$ cat src/rtl/minimax_rf_pkg.sv
// Shared types and defaults for the minimax register file controller.
// Parity protection is compiled in with the RF_PARITY_EN macro.
package minimax_rf_pkg;

  typedef enum logic [0:0] {
    RF_CLEAR = 1'b0,
    RF_READY = 1'b1
  } rf_state_e;

  localparam int RF_XLEN_DEF   = 32;
  localparam int RF_NREGS_DEF  = 32;
  localparam int RF_ADDR_W_DEF = 5;
  localparam int RF_ZERO_IDX   = 0;

endpackage

$ cat src/rtl/minimax_rf_ctl_if.sv
// Bus between decode/writeback logic (master) and the register file (slave).
// RF_PARITY_EN adds the par_inject / parity_err pair.
interface minimax_rf_ctl_if
  import minimax_rf_pkg::*;
#(
  parameter int XLEN   = RF_XLEN_DEF,
  parameter int ADDR_W = RF_ADDR_W_DEF
);
  logic [ADDR_W-1:0] addrS;
  logic [ADDR_W-1:0] addrD;
  logic [XLEN-1:0]   new_value;
  logic              we;
  logic              clear_req;
  logic              ready;
  logic              busy;
  logic [XLEN-1:0]   rS;
  logic [XLEN-1:0]   rD;
`ifdef RF_PARITY_EN
  logic              par_inject;
  logic              parity_err;

  modport master (
    output addrS, addrD, new_value, we, clear_req, par_inject,
    input  ready, busy, rS, rD, parity_err
  );
  modport slave (
    input  addrS, addrD, new_value, we, clear_req, par_inject,
    output ready, busy, rS, rD, parity_err
  );
`else
  modport master (
    output addrS, addrD, new_value, we, clear_req,
    input  ready, busy, rS, rD
  );
  modport slave (
    input  addrS, addrD, new_value, we, clear_req,
    output ready, busy, rS, rD
  );
`endif
endinterface

$ cat src/rtl/minimax_rf_clr_seq.sv
// Clear sequencer: walks entries 1..NREGS-1 writing zero after reset or a
// clear request, then parks in RF_READY.
module minimax_rf_clr_seq
  import minimax_rf_pkg::*;
#(
  parameter int NREGS  = RF_NREGS_DEF,
  parameter int ADDR_W = RF_ADDR_W_DEF
) (
  input  logic              clk,
  input  logic              reset_n,
  input  logic              clear_req,
  output logic              busy,
  output logic              clr_we,
  output logic [ADDR_W-1:0] clr_addr
);

  localparam logic [ADDR_W-1:0] PTR_FIRST = ADDR_W'(32'd1);
  localparam logic [ADDR_W-1:0] PTR_LAST  = ADDR_W'(NREGS - 1);

  rf_state_e         state_r;
  rf_state_e         state_s;
  logic [ADDR_W-1:0] clr_ptr_r;
  logic [ADDR_W-1:0] clr_ptr_s;

  // State and pointer register.
  always_ff @(posedge clk or negedge reset_n) begin
    if (!reset_n) begin
      state_r   <= RF_CLEAR;
      clr_ptr_r <= PTR_FIRST;
    end else begin
      state_r   <= state_s;
      clr_ptr_r <= clr_ptr_s;
    end
  end

  // Next-state logic; clear requests are ignored while already clearing.
  always_comb begin
    state_s   = state_r;
    clr_ptr_s = clr_ptr_r;
    case (state_r)
      RF_CLEAR: begin
        if (clr_ptr_r == PTR_LAST) begin
          state_s   = RF_READY;
          clr_ptr_s = PTR_FIRST;
        end else begin
          state_s   = RF_CLEAR;
          clr_ptr_s = clr_ptr_r + ADDR_W'(32'd1);
        end
      end
      RF_READY: begin
        if (clear_req) begin
          state_s   = RF_CLEAR;
          clr_ptr_s = PTR_FIRST;
        end else begin
          state_s   = RF_READY;
          clr_ptr_s = clr_ptr_r;
        end
      end
      default: begin
        state_s   = RF_CLEAR;
        clr_ptr_s = PTR_FIRST;
      end
    endcase
  end

  // Outputs decoded from the state register only.
  always_comb begin
    busy     = 1'b1;
    clr_we   = 1'b1;
    clr_addr = clr_ptr_r;
    case (state_r)
      RF_CLEAR: begin
        busy   = 1'b1;
        clr_we = 1'b1;
      end
      RF_READY: begin
        busy   = 1'b0;
        clr_we = 1'b0;
      end
      default: begin
        busy   = 1'b1;
        clr_we = 1'b1;
      end
    endcase
  end

endmodule

$ cat src/rtl/minimax_rf_ctl.sv
// minimax register file: two combinational read ports, registered write stage
// with bypass, hardware clear. RF_PARITY_EN adds per-entry even parity.
module minimax_rf_ctl
  import minimax_rf_pkg::*;
#(
  parameter int XLEN   = RF_XLEN_DEF,
  parameter int NREGS  = RF_NREGS_DEF,
  parameter int ADDR_W = RF_ADDR_W_DEF
) (
  input  logic             clk,
  input  logic             reset_n,
  minimax_rf_ctl_if.slave  bus
);

  localparam int                IDX_W   = (NREGS > 1) ? $clog2(NREGS) : 1;
  localparam logic [ADDR_W:0]   NREGS_X = (ADDR_W + 1)'(NREGS);
  localparam logic [ADDR_W-1:0] ZERO_A  = ADDR_W'(RF_ZERO_IDX);

  function automatic logic addr_ok(input logic [ADDR_W-1:0] a);
    return (a != ZERO_A) && ({1'b0, a} < NREGS_X);
  endfunction

  function automatic logic even_par(input logic [XLEN-1:0] d);
    return ^d;
  endfunction

  logic              busy_s;
  logic              clr_we_s;
  logic [ADDR_W-1:0] clr_addr_s;
  logic              ready_s;
  logic              wr_accept_s;
  logic              commit_s;

  logic              wb_valid_r;
  logic [ADDR_W-1:0] wb_addr_r;
  logic [XLEN-1:0]   wb_data_r;

  logic [XLEN-1:0]   mem_r [NREGS];
`ifdef RF_PARITY_EN
  logic              mem_par_r [NREGS];
  logic [1:0]        rd_perr_s;
`endif

  logic [ADDR_W-1:0] rd_addr_s [2];
  logic [XLEN-1:0]   rd_data_s [2];

  minimax_rf_clr_seq #(
    .NREGS  (NREGS),
    .ADDR_W (ADDR_W)
  ) u_clr_seq (
    .clk       (clk),
    .reset_n   (reset_n),
    .clear_req (bus.clear_req),
    .busy      (busy_s),
    .clr_we    (clr_we_s),
    .clr_addr  (clr_addr_s)
  );

  // A clear request in READY both refuses the new write and kills the pending one.
  assign ready_s     = ~busy_s & ~bus.clear_req;
  assign wr_accept_s = bus.we & ready_s & addr_ok(bus.addrD);
  assign commit_s    = wb_valid_r & ready_s;

  // Write stage register.
  always_ff @(posedge clk or negedge reset_n) begin
    if (!reset_n) begin
      wb_valid_r <= 1'b0;
      wb_addr_r  <= '0;
      wb_data_r  <= '0;
    end else begin
      wb_valid_r <= wr_accept_s;
      if (wr_accept_s) begin
        wb_addr_r <= bus.addrD;
        wb_data_r <= bus.new_value;
      end
    end
  end

  // Storage array: cleared by the sequencer, otherwise loaded from the write stage.
  always_ff @(posedge clk) begin
    if (clr_we_s) begin
      mem_r[clr_addr_s[IDX_W-1:0]] <= '0;
`ifdef RF_PARITY_EN
      mem_par_r[clr_addr_s[IDX_W-1:0]] <= 1'b0;
`endif
    end else if (commit_s) begin
      mem_r[wb_addr_r[IDX_W-1:0]] <= wb_data_r;
`ifdef RF_PARITY_EN
      mem_par_r[wb_addr_r[IDX_W-1:0]] <= even_par(wb_data_r) ^ bus.par_inject;
`endif
    end
  end

  assign rd_addr_s[0] = bus.addrS;
  assign rd_addr_s[1] = bus.addrD;

  // Read muxes: zero for x0/out-of-range/clearing, bypass, then array.
  always_comb begin
    for (int p = 0; p < 2; p++) begin
      rd_data_s[p] = '0;
`ifdef RF_PARITY_EN
      rd_perr_s[p] = 1'b0;
`endif
      if (busy_s || !addr_ok(rd_addr_s[p])) begin
        rd_data_s[p] = '0;
      end else if (wb_valid_r && (wb_addr_r == rd_addr_s[p])) begin
        rd_data_s[p] = wb_data_r;
      end else begin
        rd_data_s[p] = mem_r[rd_addr_s[p][IDX_W-1:0]];
`ifdef RF_PARITY_EN
        rd_perr_s[p] = even_par(mem_r[rd_addr_s[p][IDX_W-1:0]]) !=
                       mem_par_r[rd_addr_s[p][IDX_W-1:0]];
`endif
      end
    end
  end

  assign bus.rS    = rd_data_s[0];
  assign bus.rD    = rd_data_s[1];
  assign bus.ready = ready_s;
  assign bus.busy  = busy_s;
`ifdef RF_PARITY_EN
  assign bus.parity_err = |rd_perr_s;
`endif

endmodule

$ cat src/flat_wrapper.sv
// flat-port wrapper written by rule: the top's interface ports become plain ports
module minimax_rf_ctl_flat import minimax_rf_pkg::*;
#(
  parameter int XLEN   = RF_XLEN_DEF,
  parameter int NREGS  = RF_NREGS_DEF,
  parameter int ADDR_W = RF_ADDR_W_DEF
)
  (clk, reset_n, bus_addrS, bus_addrD, bus_new_value, bus_we, bus_clear_req, bus_ready, bus_busy, bus_rS, bus_rD);
  minimax_rf_ctl_if #(.XLEN(XLEN), .ADDR_W(ADDR_W)) bus_i ();
  input  logic clk;
  input  logic reset_n;
  input wire logic [$bits(bus_i.addrS)-1:0] bus_addrS;
  input wire logic [$bits(bus_i.addrD)-1:0] bus_addrD;
  input wire logic [$bits(bus_i.new_value)-1:0] bus_new_value;
  input wire logic [$bits(bus_i.we)-1:0] bus_we;
  input wire logic [$bits(bus_i.clear_req)-1:0] bus_clear_req;
  output wire logic [$bits(bus_i.ready)-1:0] bus_ready;
  output wire logic [$bits(bus_i.busy)-1:0] bus_busy;
  output wire logic [$bits(bus_i.rS)-1:0] bus_rS;
  output wire logic [$bits(bus_i.rD)-1:0] bus_rD;
  assign bus_i.addrS = bus_addrS;
  assign bus_i.addrD = bus_addrD;
  assign bus_i.new_value = bus_new_value;
  assign bus_i.we = bus_we;
  assign bus_i.clear_req = bus_clear_req;
  assign bus_ready = bus_i.ready;
  assign bus_busy = bus_i.busy;
  assign bus_rS = bus_i.rS;
  assign bus_rD = bus_i.rD;
  minimax_rf_ctl #(.XLEN(XLEN), .NREGS(NREGS), .ADDR_W(ADDR_W)) u_core (.clk(clk), .reset_n(reset_n), .bus(bus_i));
endmodule
$ cat config.mk
export PLATFORM = sky130hd
export DESIGN_NAME = minimax_rf_ctl_flat
export DESIGN_NICKNAME = d
export VERILOG_FILES = /design/src/rtl/minimax_rf_pkg.sv /design/src/rtl/minimax_rf_ctl_if.sv /design/src/rtl/minimax_rf_clr_seq.sv /design/src/rtl/minimax_rf_ctl.sv /design/src/flat_wrapper.sv
export SDC_FILE = /design/constraint.sdc
export NUM_CORES = 1
export LEC_CHECK = 0
export CORE_MARGIN = 2
export CORE_UTILIZATION = 25
export DETAILED_ROUTE_END_ITERATION = 10
export PLACE_DENSITY = 0.41
export SLEW_MARGIN = 20
export SYNTH_ARGS = -nofsm -noshare
export SYNTH_HDL_FRONTEND = slang
export SYNTH_HIERARCHICAL = 1
export SYNTH_SLANG_ARGS = --single-unit
$ cat constraint.sdc
create_clock -name clk -period 4.1 [get_ports clk]
set_input_delay 0.615 -clock clk [delete_from_list [all_inputs] [get_ports clk]]
set_output_delay 0.615 -clock clk [all_outputs]
set_load 0.03 [all_outputs]
After elaboration in Yosys (flattened, before gate mapping)
Memories as Yosys holds them, arrays and structs flattened.
Index checks and enable logic that the tools add are counted.

word-level totals
  register bits after elaboration = 44
  RAM bits = 1024
  bits of input ports = 46
  output and inout port bits = 66
  logic and storage cells = 46
  memories kept = 1

memory list
  name          depth  width  rd ports  clocked after memory_dff  wr ports  line                  text
  u_core.mem_r  32     32     2         0                         1         minimax_rf_ctl.sv:38  logic [XLEN-1:0] mem_r [NREGS];

operators by class
  add/subtract/negate cells = 1
  equal/unequal tests = 4
  muxes and demuxes = 19
  bitwise logic cells = 7
  reductions and logical operators = 9

operators by type and width
  operator               number
  $mux W32               5
  $reduce_or A32 Y1      1
  $mux W5                3
  $eq A5 B5 Y1           2
  $pmux W5 S2            1
  $reduce_bool A5 Y1     2
  $mux W1                8
  $add A5 B1 Y5 const B  1
  $eq A5 B5 Y1 const B   1
  $and A1 B1 Y1          4
  $pmux W1 S2            2
  $not A1 Y1             3
  $logic_and A1 B1 Y1    2
  $logic_not A1 Y1       2
  $logic_or A1 B1 Y1     2
  $ne A2 B2 Y1 const B   1

Longest topological paths before layout
  word-level depth = 10
  mapped depth = 9
  mapped depth without buffers = 6

Cells and area by module
The synthesis kept the hierarchy.

by module, submodules not included
  module              times used  cells each  area each (µm²)  sequential area each (µm²)
  minimax_rf_ctl      1           2897        50076.8          31700.4
  minimax_rf_clr_seq  1           27          299.0            151.4

Worst setup path before layout
No wires, ideal clock.

  kind = flip-flop to flip-flop
  start point = register u_core.u_clr_seq.state_r
  end point = memory u_core/mem_r[4][0] (netlist bit) (enable)
  library setup time = 421 ps
  arrival time = 3308 ps
  required time = 3679 ps
  slack = 371 ps
  cell stages (with the launch flop) = 9
  buffers on the path = 2
  period minus slack after synthesis = 3729 ps
  cells stage by stage = dfrtp_1 -> inv_1 -> buf_4 -> nor4b_2 -> clkbuf_1 -> nand3b_1 -> o21ai_0 -> nand2_1 -> nor2_1

between the ends
  longest elaborated chain between the ends = 10
  elaborated cells on any way between the ends = 13
  classes of those cells = mux (8); bitwise (4); reduce/logical (1)

RTL lines
  element                                              line                      text
  from (decl)                                          minimax_rf_clr_seq.sv:20  rf_state_e state_r;
  from (signal assigned)                               minimax_rf_clr_seq.sv:31  state_r <= state_s;
  $not A1 Y1                                           minimax_rf_clr_seq.sv:71  case (state_r)
  $pmux W1 S2 *                                        minimax_rf_clr_seq.sv:71
  named net bus_busy                                   flat_wrapper.sv:18        output wire logic [$bits(bus_i.busy)-1:0] bus_busy;
  $not A1 Y1                                           minimax_rf_ctl.sv:60      assign ready_s = ~busy_s & ~bus.clear_req;
  $and A1 B1 Y1                                        minimax_rf_ctl.sv:60
  $and A1 B1 Y1                                        minimax_rf_ctl.sv:62      assign commit_s = wb_valid_r & ready_s;
  $mux W1                                              minimax_rf_ctl.sv:86      end else if (commit_s) begin
  $mux W1                                              minimax_rf_ctl.sv:81      if (clr_we_s) begin
  $mux W1 (not written as such)                        minimax_rf_ctl.sv:87      mem_r[wb_addr_r[IDX_W-1:0]] <= wb_data_r;
  $reduce_or A32 Y1 (no source line)                   n/a
  $mux W5 (no source line) or $mux W1 (tied branches)  n/a
  to (decl)                                            minimax_rf_ctl.sv:38

Mark *: on every way through the listed nets, which the timed path passes. The rest lies on a longest branch.

Worst setup path after layout
  start point = register u_core.wb_addr_r[4]
  end point = output port bus_rS[2]

between the ends
  longest elaborated chain between the ends = 4

RTL lines
  element                 line                   text
  from (decl)             minimax_rf_ctl.sv:35   logic [ADDR_W-1:0] wb_addr_r;
  from (signal assigned)  minimax_rf_ctl.sv:73   wb_addr_r <= bus.addrD;
  $eq A5 B5 Y1            minimax_rf_ctl.sv:106  end else if (wb_valid_r && (wb_addr_r == rd_addr_s[p])) begin
  $logic_and A1 B1 Y1     minimax_rf_ctl.sv:106
  $mux W32                minimax_rf_ctl.sv:106
  $mux W32                minimax_rf_ctl.sv:104  if (busy_s || !addr_ok(rd_addr_s[p])) begin
  to (decl)               flat_wrapper.sv:19     output wire logic [$bits(bus_i.rS)-1:0] bus_rS;

No other way between the ends.

==> metrics <==
status complete, no violations; fin crit period 3890 ps; Slew @ Worst Pin about 1000 ps; Max Fclk 257 MHz; Max FO, Critical Path 16; Gate Count Post-Synth about 2900; WS Path Type reg -> out; top post-synthesis cells by area edfxtp_1 (61%), mux4_2 (14%), mux2i_1 (8.2%); Synth cell types 57; Worst Clk Skew between 20 and 25 ps; number of synthesized flops with an enable pin between 1000 and 1500; FF-to-FF Start u_core/u_clr_seq/state_r; Synth top area share 61.0%; max cap viols 0; worst rel slew slack between 30% and 40%; Die Wd 453 um; CP Data Required Time 3480 ps; R2R cell count 7; crit path DAT between 3000 and 4000 ps; via count roughly 31000; asr flop ratio synth under 10%; DRC violations left 0; Row Count 164; initial drt markers 3036; Initial Util 25.2%; die span in y between 400 and 500 um; Post-Syn Nets 2972; WL/cell between 30 and 40 um; list of most frequent post-synthesis cells edfxtp_1 (1024), mux2i_1 (413), mux4_2 (311), a221oi_1 (173), clkbuf_1 (128); syn_area_per_cell roughly 17 um2; Synth area leader edfxtp_1; Max Slew Vio Count 0; startpoint types register; Hold Crit Class in -> reg; peak supply drop between 0.3 and 0.4 mV; Via density between 5 and 6; # IOs between 100 and 150; Hold Path Depth 2; Hold Worst Slack 435 ps; Worst Setup End Kind output pin; Design Area, Final between 60000 and 70000 um2; Detail Placement HPWL between 100000 and 150000 um; clk root buf clkbuf_16; worst setup path startpoint u_core/wb_addr_r[4]; largest net degree at the start of global routing 50; synthesis-to-finish area growth 22.8%; leakage power between 20 and 25 nW; Synth Flop Type edfxtp_1; vias in the first global route approximately 32000; Die ar. 205000 um2; drt pass-1 iters 5; HP Start bus_addrD[0]; Worst-path clk slew about 60 ps; Num CTS Buffers between 100 and 150; H-tree Lvls 3; clk_lat worst skew approximately 760 ps; fin crit share between 90% and 100%; RSZ-0062 raised after global routing false; pwr dens between 400 and 500 nW/um2; Clock Tree Buf Depth 3; Hold Fails Final Rpt 0; # setup viols final 0; GRT Total Usage a little under a fifth; layout cells sized above 1 28.9%; placed inst area 57900 um2; synthesized area around 50000 um2; Yosys reg bits ~1100; sequential-to-total area share from yosys stat 63.2%; most frequent cell after synthesis edfxtp_1; first-pass GRT wire length around 270000 um; fin nets 3274; total grt overflow 0; wirelength, routed roughly 190000 um; port bufs about 110; Placer Congestion about 0.8; clock sinks about 1100; synth warn 6; CORE AREA about 200000 um2; CTS tree done; initial antenna violation count 7; Antenna Nets Post-Route 0
==> worst max-delay path, cell delays in order, from the launching register on <==
cell	delay (ps)
dfrtp_1	500
xnor2_1	200
nand4_1	190
o211ai_1	280
buf_4	370
buf_12	260
a21oi_1	90
a211o_1	390
buf_4	210
==> report_power, final <==
group / leakage, nW / switching, W / internal [W] / total, W
registers: 10.8 / 0.000690 / 0.0130 / 0.0137
logic: 8.92 / 0.00375 / 0.00239 / 0.00614
clock network: 1.90 / 0.00458 / 0.00626 / 0.0108
==> registers in the layout, summed over array words and instances (netlist names) <==
signal and count:
u_core/mem_r 1024, u_core/u_clr_seq/clr_addr 5, u_core/u_clr_seq/state_r 1, u_core/wb_addr_r 5, u_core/wb_data_r 32, u_core/wb_valid_r 1
==> final cells by class <==
type	count	area, um2
inverter	10	47.5
multi-input combinational	1603	17600
sequential	1068	31900
antenna	4	10.0
tap	2656	3320
clock buffer	159	3300
timing repair buffer	422	5060
clock inverter	68	614
fill	19500	138000
==> kinds of logic after synthesis <==
family | after synthesis | share of synthesized area, %
adder cells (fa/ha/maj) | 2 | 0.0497
AND/OR/NAND/NOR | 238 | 2.44
buffers and inverters | 253 | 2.43
AO/OA/AOI/OAI | 586 | 8.60
flip-flops | 1068 | 63.2
XOR/XNOR | 10 | 0.174
multiplexers | 767 | 23.1
==> cells in the final DEF (no fill, tap or decap), types with 9 or more instances in the layout <==
cell,n
clkdlybuf4s50_1,38
xnor2_1,10
and2_1,32
nand2_1,28
nor3_1,62
dfrtp_1,43
clkinv_2,19
nand3_1,17
a21oi_1,118
bufinv_16,10
o22a_1,9
mux2_2,36
a22o_1,32
a22oi_1,53
mux4_2,311
nor2_4,36
clkinv_1,29
buf_4,237
a221oi_1,173
buf_12,141
mux2i_1,413
edfxtp_1,1024
o21ai_1,13
clkbuf_16,123
clkbuf_1,27
a221o_1,52
a211o_1,30
nand2b_1,33
clkbuf_8,10
o21ai_0,76
==> path summary, 6_finish.rpt <==
| kind | endpoint | slack [ps] |
|---|---|---|
| max in group asynchronous | u_core/wb_data_r[1] | 2830 |
| min reg2reg | u_core/u_clr_seq/clr_addr[0] | 540 |
| max reg2reg | u_core/mem_r[16][19] | 880 |
| max | bus_rS[2] | 210 |
| min in group asynchronous | u_core/wb_data_r[23] | 530 |
| min | u_core/wb_addr_r[0] | 440 |
==> through the flow <==
step | setup WS (ps) | power, W | TNS (ps) | utilization, % | instances
finish | 210 | 0.0307 | 0 | 30.9 | 5990
global route | 11.3 | 0.0317 | 0 | 30.9 | 5987
CTS | 66.7 | 0.0310 | 0 | 30.9 | 5986
detailed placement | 73.5 | 0.0201 | 0 | 28.9 | 5753
global placement | -21.4 | 0.0201 | -21.4 | 28.9 | 5753
floorplan | 371 | 0.0166 | 0 | - | 2924
==> per-layer routing <==
metal	track usage, %	vias up	wire length, um
met5	0	-	0
met4	4.57	0	4470
met3	2.35	240	9110
met2	31.6	1022	95500
met1	25.1	17100	84700
li1	-	13100	-
==> timing repair <==
item                                    4_1_cts  5_1_grt
endpoints found under the setup margin       45        0
resized for setup                             4        0
endpoints found under the hold margin        10        0
hold buffers                                  1        0
setup buffers                                 5        0
Power figures use the tool's default switching activity.
==> RTL edit 1 (same flow settings) <==
`RF_XLEN_DEF`: 32 -> 48.
--- a/src/rtl/minimax_rf_pkg.sv
+++ b/src/rtl/minimax_rf_pkg.sv
@@ -8,5 +8,5 @@
   } rf_state_e;
 
-  localparam int RF_XLEN_DEF   = 32;
+  localparam int RF_XLEN_DEF   = 48;
   localparam int RF_NREGS_DEF  = 32;
   localparam int RF_ADDR_W_DEF = 5;
Interface: changed (resized bus_new_value, bus_rD and bus_rS); port bits go from 112 to 160. No check against the original RTL was run, so the function may have changed too.
==> RTL edit 1 against the original RTL <==
Global-route usage increased by 0.41 points; worst setup slack worse by 65 ps; clock skew increased by 67 ps; cell area is 47% higher; sequential cell count up 528; synthesized area grew 49%; power rose by 48%; wire length rose by 53%.
==> RTL edit 1: results (changes against the original RTL) <==
- Worst clock skew: 91.50 ps (+66.83 ps)
- Syn nets: 4388 (+48%)
- Final #Nets: 4755 (+45%)
- First-pass detailed-route iteration total: 7 (+2)
- CTS clk-pin slew, worst paths: 60 ps (about the same)
- Peak supply drop: 0.3776 mV (+9.1%)
- Placed cells: 8449 (+47%)
- Status: complete, no violations
- Critical path arrival: 3340 ps (+60 ps)
- Clock buffer depth: 4 (+1)
- Max stage delay on crit path: 520 ps (+20 ps)
- Layout cells sized above 1: 0.2721 (-0.01652)
- Worst Hold Class: input pin to flop
- Global-route wire length before repair: 407000 µm (+52%)
- Mean post-synth cell area: 17.40 µm² (+1.0%)
- Static Leak: 31.83 nW (+47%)
- Synth top area cells: edfxtp_1 (61%), mux4_2 (14%), mux2i_1 (8.2%)
- Top Family by Delay on Critical Path: compound AO/OA/AOI/OAI gates
- Via count: 46820 (+49%)
- Post-DP Area: 85070 µm² (+47%)
- Clock latency on the worst-skew pair: 900 ps (+140 ps)
- Pin count of the biggest net entering global routing: 77 (+54%)
- Crit Path Max Fanout: 10 (-6)
- Number of fill cells: 29370 (+50%)
- EDFF count, synth: 1536 (+50%)
- Iteration-0 DRC Markers: 4653 (+53%)
- Dominant synthesized flop cell: edfxtp_1
- Rel. slew slack: 0.2338 (-0.07440)
- Top cells by count, synth: edfxtp_1 (1536), mux2i_1 (617), mux4_2 (463)
- Hpwl dp: 172100 µm (+41%)
- Largest register FFs: 1536 (+50%)
- Int Power: 31.93 mW (+47%)
- Vias per cell: 5.322 (+1.4%)
- Drt wl/cell: 33.81 µm (+4.5%)
- Post-synth ARST share: 0.03759 (-0.003605)
- Yosys Warn Count: 6 (unchanged)
- CTS H-tree depth: 4 (+1)
- CTS buffer count: 193 (+60%)
- Post-synthesis sequential area ratio: 0.6329 (about the same)
- Port bufs: 159 (+43%)
- Clock root buffer: clkbuf_16
- Yosys cell types: 62 (+8.8%)
- RD Place Congestion: 0.7556 (-4.1%)
- Total global-route track usage: 0.1900 (+0.004122)
- Initial antenna violation count: 18 (+11)
- Vias in the first global route: 48170 (+50%)
- Max stage delay cell, worst path: a211oi_1
-- RTL edit 1: area by class of cell --
class                   instances  share of cell area
inverters                       9           0.0005362
well taps                    3958             0.05441
multi-input cells            2353              0.2857
clock buffers                 241             0.05620
clock inverters               100            0.008166
repair buffers                538             0.07162
diodes                          2          0.00005499
flip-flops and latches       1596              0.5233
-- RTL edit 1: through the flow --
stage | hold slack, ps | setup slack, ps | setup TNS (ps) | util
2_1_floorplan | 319.4 | -374.6 | -490390 | -
3_3_place_gp | 525.3 | 154.6 | 0 | 0.2836
5_1_grt | 210.0 | 46.69 | 0 | 0.3036
4_1_cts | 170.9 | 15.61 | 0 | 0.3036
6_report | 221.0 | 145.3 | 0 | 0.3036
3_5_place_dp | 528.7 | 143.8 | 0 | 0.2838
-- RTL edit 1: power by group through the flow --
stage,clock network (mW),registers (mW),logic [mW]
6_report,16.3,20.4,8.67
5_1_grt,17.4,20.6,9.02
4_1_cts,16.7,20.4,8.78
3_5_place_dp,0,20.7,8.72
3_3_place_gp,0,20.7,8.72
2_1_floorplan,0,20.4,4.29
-- RTL edit 1: metal layers --
metal	vias to the layer above	track usage	routed length, µm
met1	25540	0.2579	130500
met2	1660	0.3171	143300
met3	419	0.02546	15290
met5	-	0	0
li1	19200	-	-
met4	0	0.05235	8310
-- RTL edit 1: final timing paths --
path | startpoint | endpoint | slack [ps] | depth (start not counted)
hold / removal | bus_addrD[0] | u_core/wb_addr_r[0] | 220 | 3
hold reg to reg | u_core/u_clr_seq/clr_addr[0] | u_core/u_clr_seq/clr_addr[0] | 540 | 1
setup / recovery | u_core/u_clr_seq/state_r | bus_rD[13] | 150 | 8
min in group asynchronous | reset_n | u_core/wb_data_r[46] | 340 | 2
max in group asynchronous | reset_n | u_core/wb_data_r[28] | 2730 | 3
setup reg to reg | u_core/u_clr_seq/state_r | u_core/mem_r[17][29] | 960 | 8
-- RTL edit 1: cells by family (layout without fill, tap and decap cells) --
kind of cell | count (synthesis) | after routing | share of synthesized area
buffers and inverters | 375 | 888 | 0.02710
and+or+nand+nor | 304 | 304 | 0.02130
muxes | 1134 | 1134 | 0.2287
xor gates and xnor gates | 10 | 10 | 0.001164
AOI/OAI and AO/OA | 903 | 903 | 0.08853
DFF | 1596 | 1596 | 0.6329
adders and majority gates | 2 | 2 | 0.0003325
other | 0 | 2 | 0
-- RTL edit 1: what timing repair did --
action                                  CTS  global route
gates resized for setup                   3             1
endpoints found under the setup margin   20             7
hold buffers                              1             0
hold endpoints to repair                 38             0
pin swaps                                 2             0
buffers inserted                          4             0
-- RTL edit 1: worst reg2reg max path, delay by kind of cell (launching register included) --
family | cells | cell delay, ps
AND/OR/NAND/NOR | 4 | 1230
flip-flops | 1 | 440
AO/OA/AOI/OAI | 1 | 130
buffers and inverters | 3 | 940
==> RTL edit 2 (same settings) <==
Made on the original files. Reset style: synchronous (`reset_n`), changed in 2 clocked blocks.
--- a/src/rtl/minimax_rf_clr_seq.sv
+++ b/src/rtl/minimax_rf_clr_seq.sv
@@ -24,5 +24,5 @@
 
   // State and pointer register.
-  always_ff @(posedge clk or negedge reset_n) begin
+  always_ff @(posedge clk) begin
     if (!reset_n) begin
       state_r   <= RF_CLEAR;
--- a/src/rtl/minimax_rf_ctl.sv
+++ b/src/rtl/minimax_rf_ctl.sv
@@ -63,5 +63,5 @@
 
   // Write stage register.
-  always_ff @(posedge clk or negedge reset_n) begin
+  always_ff @(posedge clk) begin
     if (!reset_n) begin
       wb_valid_r <= 1'b0;
Check against the original RTL: no difference found for any inputs over 4 cycles, from zero or initial values and one cycle with reset_n low; that may be too few to reach the edited logic, so the function may still have changed.
==> RTL edit 2 against the original RTL <==
Die area decreased by 0.33%; wire length down 0.30%; cell count decreased by 3.9%; utilization down 0.17 points; worst setup slack lost 120 ps; sequential cell count stayed put; cell area shrank 0.74%; synthesized area down 0.34%; critical endpoint is now bus_rD[0]; largest cell class unchanged.
Power is not compared: it rests on default switching activity, and its combinational part moved more than twofold at a synthesized area within 25%.
==> RTL edit 2: results (changes against the original RTL) <==
- Status: complete, no violations
- Xor/xnor share of the synthesized area: 0.001745 (+0.000005893)
- GRT met3 Usage: 0.02433 (+0.0008104)
- Met1 Track Usage GR: 0.2327 (-0.01815)
- #MultiIn Comb: 1418 (-12%)
- Hpwl dp: 119400 µm (-2.5%)
- CTS buffer count: 119 (-1.7%)
- Critical Path End: bus_rD[0]
- Post-synthesis sequential area ratio: 0.6300 (-0.002268)
- Met3 wire length: 9547 µm (+4.8%)
- Worst clock skew: 36.92 ps (+12.25 ps)
- Placed cells: 5526 (-3.9%)
- Setup crit start: u_core/wb_addr_r[2]
- GRT met2 Usage: 0.3264 (+0.01059)
- Mux cell area share after synthesis: 0.2674 (+0.03672)
- Iteration-0 DRC Markers: 2866 (-5.6%)
- RD Place Congestion: 0.8095 (+2.8%)
- Final non-clock buffer share: 0.07619 (-0.005642)
- R2r startpoint: u_core/u_clr_seq/state_r
- Yosys Warn Count: 6 (unchanged)
- Sequential cell area: 31630 µm² (-0.70%)
- Non-Clock Buffer Count: 382 (-9.5%)
- Hold Startpoint: bus_addrD[1]
- Layout cells sized above 1: 0.3680 (+0.07939)
- Number of fill cells: 19230 (-1.5%)
- Pin count of the biggest net entering global routing: 47 (-6.0%)
- Max stage delay on crit path: 480 ps (-20 ps)
- Clk_buf instances: 140 (-12%)
- Layout clock area frac: 0.06392 (+0.0005970)
- Inverters: 7 (-3)
- Post-route clock period utilization: 0.9789 (+0.03013)
- Synth top area cells: edfxtp_1 (61%), mux4_2 (21%), mux2i_1 (3.5%)
- Vias per cell: 5.190 (-1.1%)
- ANT cells: 2 (-2)
- Post-Synthesis Cells: 2707 (-7.4%)
- Global-route wire length before repair: 264500 µm (-0.95%)
- Final #Nets: 3044 (-7.0%)
- Syn nets: 2755 (-7.3%)
- Multi-input combinational cell area: 17810 µm² (+0.91%)
- Total global-route track usage: 0.1863 (+0.0003689)
- Yosys cell types: 61 (+7.0%)
- Vias in the first global route: 31320 (-2.2%)
- Post-synth ARST share: 0 (-0.04120)
- Synth Area in Adders: 0.0004984 (+0.000001684)
- Hold path endpoint: u_core/wb_addr_r[1]
- Max stage delay cell, worst path: dfxtp_1
- Clock latency on the worst-skew pair: 780 ps (+20 ps)
- Post-synthesis compound-gate area fraction: 0.04655 (-0.03948)
- Initial antenna violation count: 0 (-7)
- Final WL: 193200 µm (-0.30%)
- Met1 wire length: 77120 µm (-9.0%)
- R2R cell count: 9 (+2)
- Worst reg2reg path endpoint: u_core/mem_r[7][17]
- Hold WS: 223.3 ps (-212.0 ps)
- Total power: 24.94 mW
- Met2 Wirelength: 99060 µm (+3.7%)
- Crit Path Max Fanout: 14 (-2)
==> RTL edit 2: what timing repair did <==
action | 4_1_cts | 5_1_grt
endpoints found under the setup margin | 16 | 1
setup buffers | 5 | 0
pin swaps | 5 | 0
resized for setup | 7 | 1
==> RTL edit 2: cells by family (layout without fill, tap and decap cells) <==
logic type,count (synthesis),count (layout)
buffers and inverters,221,612
other,0,2
AND/OR/NAND/NOR,351,351
flip-flops,1068,1068
AO/OA/AOI/OAI,311,311
XOR/XNOR,10,10
multiplexers,744,744
adder cells (fa/ha/maj),2,2
==> RTL edit 2: metrics by stage <==
stage                     TNS (ps)  instance area [µm²]  setup WS (ps)
final                            0                61400          86.41
after global routing             0                61400          12.76
after CTS                   -1.528                61400         -1.528
after detailed placement    -24.86                57400         -24.86
after global placement      -16.65                57400         -16.65
after floorplan                  0                50210          360.8
